--- src/rtl/reg8file_pkg.sv ---
// Shared types and constants for the reg8file read-side dumper.
package reg8file_pkg;

    typedef enum logic [2:0] {
        IDLE, SEL, LOAD, START, DATA, STOP, DONE
    } state_t;

    localparam int FRAME_BITS       = 10;
    localparam int DATA_BITS        = 8;
    localparam int DEF_CLKS_PER_BIT = 4;

endpackage

--- src/rtl/reg8file_dumper_bit_tick.sv ---
// Divide-by-CLKS_PER_BIT bit timer; tick marks the last cycle of each serial bit.
module bit_tick
    import reg8file_pkg::*;
#(
    parameter int CLKS_PER_BIT = DEF_CLKS_PER_BIT
) (
    input  logic clk,
    input  logic clr,
    input  logic en,
    output logic tick
);

    localparam logic [15:0] LAST = 16'(CLKS_PER_BIT - 1);

    logic [15:0] cnt;

    always_ff @(posedge clk) begin
        if (!clr)
            cnt <= '0;
        else if (!en || cnt == LAST)
            cnt <= '0;
        else
            cnt <= cnt + 16'd1;
    end

    assign tick = en && (cnt == LAST);

endmodule

--- src/rtl/reg8file_dumper.sv ---
// Walks rsel 0..NREG-1, latches each q and shifts it out as an 8N1 frame on tx.
module reg8file_dumper
    import reg8file_pkg::*;
#(
    parameter int CLKS_PER_BIT = DEF_CLKS_PER_BIT,
    parameter int NREG         = 8
) (
    input  logic       clk,
    input  logic       clr,
    input  logic       start,
    output logic [2:0] rsel,
    input  logic [7:0] q,
    output logic       tx,
    output logic       busy,
    output logic       done,
    output logic [2:0] cur_idx
);

    localparam logic [2:0] LAST_IDX = 3'(NREG - 1);
    localparam logic [2:0] LAST_BIT = 3'(DATA_BITS - 1);

    state_t     state, nxt;
    logic [2:0] idx;
    logic [2:0] bitcnt;
    logic [7:0] shift;
    logic       tick;
    logic       en;

    assign en = (state == START) || (state == DATA) || (state == STOP);

    bit_tick #(.CLKS_PER_BIT(CLKS_PER_BIT)) u_tick (
        .clk  (clk),
        .clr  (clr),
        .en   (en),
        .tick (tick)
    );

    always_ff @(posedge clk) begin
        if (!clr)
            state <= IDLE;
        else
            state <= nxt;
    end

    always_comb begin
        nxt = state;
        case (state)
            IDLE:    if (start) nxt = SEL;
            SEL:     nxt = LOAD;
            LOAD:    nxt = START;
            START:   if (tick) nxt = DATA;
            DATA:    if (tick && bitcnt == LAST_BIT) nxt = STOP;
            STOP:    if (tick) nxt = (idx == LAST_IDX) ? DONE : SEL;
            DONE:    nxt = IDLE;
            default: nxt = IDLE;
        endcase
    end

    // rsel is registered out of SEL so q has all of LOAD to settle before capture
    always_ff @(posedge clk) begin
        if (!clr) begin
            idx    <= '0;
            rsel   <= '0;
            bitcnt <= '0;
            shift  <= '0;
        end else begin
            case (state)
                IDLE: if (start) begin
                    idx  <= '0;
                    rsel <= '0;
                end
                SEL:  rsel <= idx;
                LOAD: begin
                    shift  <= q;
                    bitcnt <= '0;
                end
                DATA: if (tick) begin
                    shift  <= {1'b0, shift[7:1]};
                    bitcnt <= bitcnt + 3'd1;
                end
                STOP: if (tick && idx != LAST_IDX) idx <= idx + 3'd1;
                default: ;
            endcase
        end
    end

    always_comb begin
        tx   = 1'b1;
        busy = 1'b0;
        done = 1'b0;
        case (state)
            SEL, LOAD, STOP: busy = 1'b1;
            START: begin
                tx   = 1'b0;
                busy = 1'b1;
            end
            DATA: begin
                tx   = shift[0];
                busy = 1'b1;
            end
            DONE:    done = 1'b1;
            default: ;
        endcase
    end

    assign cur_idx = idx;

endmodule

--- config.mk ---
export PLATFORM = sky130hd
export DESIGN_NAME = reg8file_dumper
export DESIGN_NICKNAME = d
export VERILOG_FILES = /design/src/rtl/reg8file_pkg.sv /design/src/rtl/reg8file_dumper_bit_tick.sv /design/src/rtl/reg8file_dumper.sv
export SDC_FILE = /design/constraint.sdc
export NUM_CORES = 1
export LEC_CHECK = 0
export CORE_MARGIN = 2
export CORE_UTILIZATION = 48
export DETAILED_ROUTE_END_ITERATION = 10
export PLACE_DENSITY_LB_ADDON = 0.2
export SETUP_SLACK_MARGIN = 0.1
export SLEW_MARGIN = 30
export SYNTH_ARGS = -nofsm -noshare
export SYNTH_HDL_FRONTEND = slang
export SYNTH_SLANG_ARGS = --single-unit
--- constraint.sdc ---
create_clock -name clk -period 3.9 [get_ports clk]
set_clock_uncertainty 0.15 [all_clocks]
set_input_delay 0.975 -clock clk [delete_from_list [all_inputs] [get_ports clk]]
set_output_delay 0.975 -clock clk [all_outputs]
set_load 0.01 [all_outputs]
==> out/metrics.csv <==
stage,metric,value,unit
global_routing,top_usage_layer,met2,
layout,areaGrowthSynthToFinish,15.84,%
critical_path,worstSetupStartpointType,register,
timing,finalCritPeriodShare,84.58,%
timing,max_freq,303.2,MHz
route,drtIter0Drc,82,
critical_path,arrival,2.17,ns
route,wl_per_cell,13.17,um
timing,tightest_slew,0.6453,ns
global_routing,grt_pass1_wl,6354,um
timing,setup_tns,0,ns
clock_network,cts_inserted_buffers,5,
timing,setup_viol,0,
global_routing,met2_usage,27.00,%
critical_path,endpoint_kind,primary output,
clock_network,ctsResizeCount,0,
critical_path,rrSetupSlack,1.55,ns
layout,antennaDiodeCount,0,
route,dr.pass1.iters,4,
global_routing,grt_pass1_vias,1376,
floorplan,core-area,3716,sq um
power,peakVddDrop,210.3,uV
floorplan,start_util,51.01,%
floorplan,dieWidth,66.84,um
clock_network,cts_hold_buf,0,
hold_path,min_path_type,register to register,
global_routing,grt_use_met1,26.75,%
synth,synth_edf_count,0,
global_routing,grt.total_usage,19.02,%
synth,async_flop_share,0,%
layout,mostFrequentLayoutCell,dfxtp_1,
layout,mostFrequentLayoutCells,"dfxtp_1, nor2_1, nand3_1",
critical_path,reg2reg_from,u_tick.cnt[0]$_SDFF_PP0_,
critical_path,required,2.77,ns
synth,ys_seq_elements,36,
global_routing,overflow,0,
critical_path,r2r-end,u_tick.cnt[9]$_SDFF_PP0_,
critical_path,path_max_fanout,15,
synth,ys_types,37,
power,p_leak,0.0007639,uW
synth,synth_area,1896,sq um
floorplan,rows,22,
timing,final-hold-violation-count,0,
synth,netlist_instances,221,
route,route.antenna.remaining_nets,0,
route,route.detailed.drc,0,
layout,fin_nets,253,
synth,synthFlopType,dfxtp_1,
clock_network,cts_buffer_depth,2,
route,vias_per_cell,5.545,
global_routing,antenna_found_initial,0,
layout,fin_cells,286,
clock_network,clkLatencyLatePin,0.29,ns
floorplan,ios,20,
power,power.density,432.5,nW/um^2
synth,synth_area_per_cell,8.577,sq um
clock_network,cts_tree,done,
hold_path,hold_depth,1,
clock_network,cts-root-buf,clkbuf_8,
run,drv_cap,0,
global_routing,grt_max_degree,20,
synth,ys_warn_count,0,
placement,gp_congestion,0.7727,
clock_network,htreeDepth,2,
placement,place_inst,278,
critical_path,worst-setup-path-type,register to primary output,
route,via_count,1586,
status,outcome,finished clean,
layout,drive_gt1_share,5.882,%
route,wl,3766,um
timing,min_period,3.298,ns
critical_path,reg2reg_depth,5,
placement,io_buffers,19,
clock_network,clk_pin_slew,0.07,ns
global_routing,gr-usage-met3,5.574,%
timing,whs,0.3208,ns
synth,syn_nets,237,
hold_path,holdCritStartpoint,u_tick.cnt[0]$_SDFF_PP0_,
clock_network,cts_sinks,36,
floorplan,die_h,66.84,um
timing,slew_headroom,56.65,%
timing,maxSlewViolCount,0,
clock_network,cts_setup_buffers,0,
floorplan,die_area,4468,sq um
layout,final_core_util,59.09,%
timing,rsz0062_at_grt,false,
placement,dp_hpwl,2623,um
hold_path,hold_end,u_tick.cnt[0]$_SDFF_PP0_,
synth,synth_seq_area_share,38.02,%
## final cells by class
class                      count  area [sq um]
fill                         351          1520
multi-input combinational    168          1091
sequential                    36         720.7
timing repair buffer          19         190.2
clock buffer                   6         72.57
tap                           48         60.06
clock inverter                 2         35.03
inverter                       7         26.28
## state kept, by name, indices dropped and copies added, names as in the netlist
signal / flops
bitcnt: 3
cur_idx: 3
rsel: 3
shift: 8
state: 3
u_tick.cnt: 16
## per-stage QoR
step | cell area (sq um) | total power [uW] | worst slack, ns
final | 2196 | 949.6 | 0.6016
after global routing | 2196 | 1008 | 0.4297
after CTS | 2196 | 959.9 | 0.6118
after detailed placement | 2088 | 639.1 | 0.7438
after global placement | 2088 | 639.4 | 0.8255
after floorplan | 1896 | 591.7 | 1.711
## worst max-delay path by stage
stage,start,end,slack (ns),cells after the start
6_report,state[0]$_SDFFE_PN0P_,busy,0.60,3
4_1_cts,state[0]$_SDFFE_PN0P_,busy,0.61,3
3_3_place_gp,clr,shift[5]$_SDFFE_PN0P_,0.83,5
2_1_floorplan,state[1]$_SDFFE_PN0P_,busy,1.71,4
5_1_grt,state[0]$_SDFFE_PN0P_,busy,0.43,3
3_5_place_dp,clr,shift[3]$_SDFFE_PN0P_,0.74,5
## where the power goes
| group | internal, uW | switching, uW |
|---|---|---|
| Combinational | 91.6 | 86.6 |
| Clock | 190 | 130 |
| Sequential | 405 | 47.6 |
| Total | 686 | 264 |
## synthesized netlist by cell type, types with 5 or more instances
library cell	instances	area (sq um)
dfxtp_1	36	720.7
nand2_1	15	56.30
xnor2_1	13	113.9
nor3_1	5	25.02
nand3_1	20	100.1
a2bb2oi_1	6	52.55
a21oi_1	10	50.05
o211ai_1	6	45.04
mux2i_1	7	70.07
nor2_1	29	108.9
ha_1	5	62.56
inv_1	6	22.52
nor2b_1	9	56.30
o21ai_0	6	30.03
## logic make-up (layout without fill, tap and decap cells)
group / count (synthesis) / count (layout) / synth area share (%)
buf+inv: 17 / 34 / 4.422
xor+xnor: 14 / 14 / 6.469
compound gates: 39 / 39 / 14.13
simple gates: 103 / 103 / 29.97
mux: 7 / 7 / 3.697
flops: 36 / 36 / 38.02
fa+ha+maj: 5 / 5 / 3.300
## critical path, stage by stage (launching register included)
cell and delay [ns]:
dfxtp_1 0.64, clkinv_1 0.44, a21boi_0 0.25, clkdlybuf4s50_1 0.56
## routing by layer
layer  wire length, um  vias to the layer above  share of wire, %
li1                  -                      824                 -
met1              1925                      717                51
met2              1592                       35                42
met3               168                       10               4.5
met4                78                        0               2.1
met5                 0                        -                 0
(Power assumes the default switching activity.)
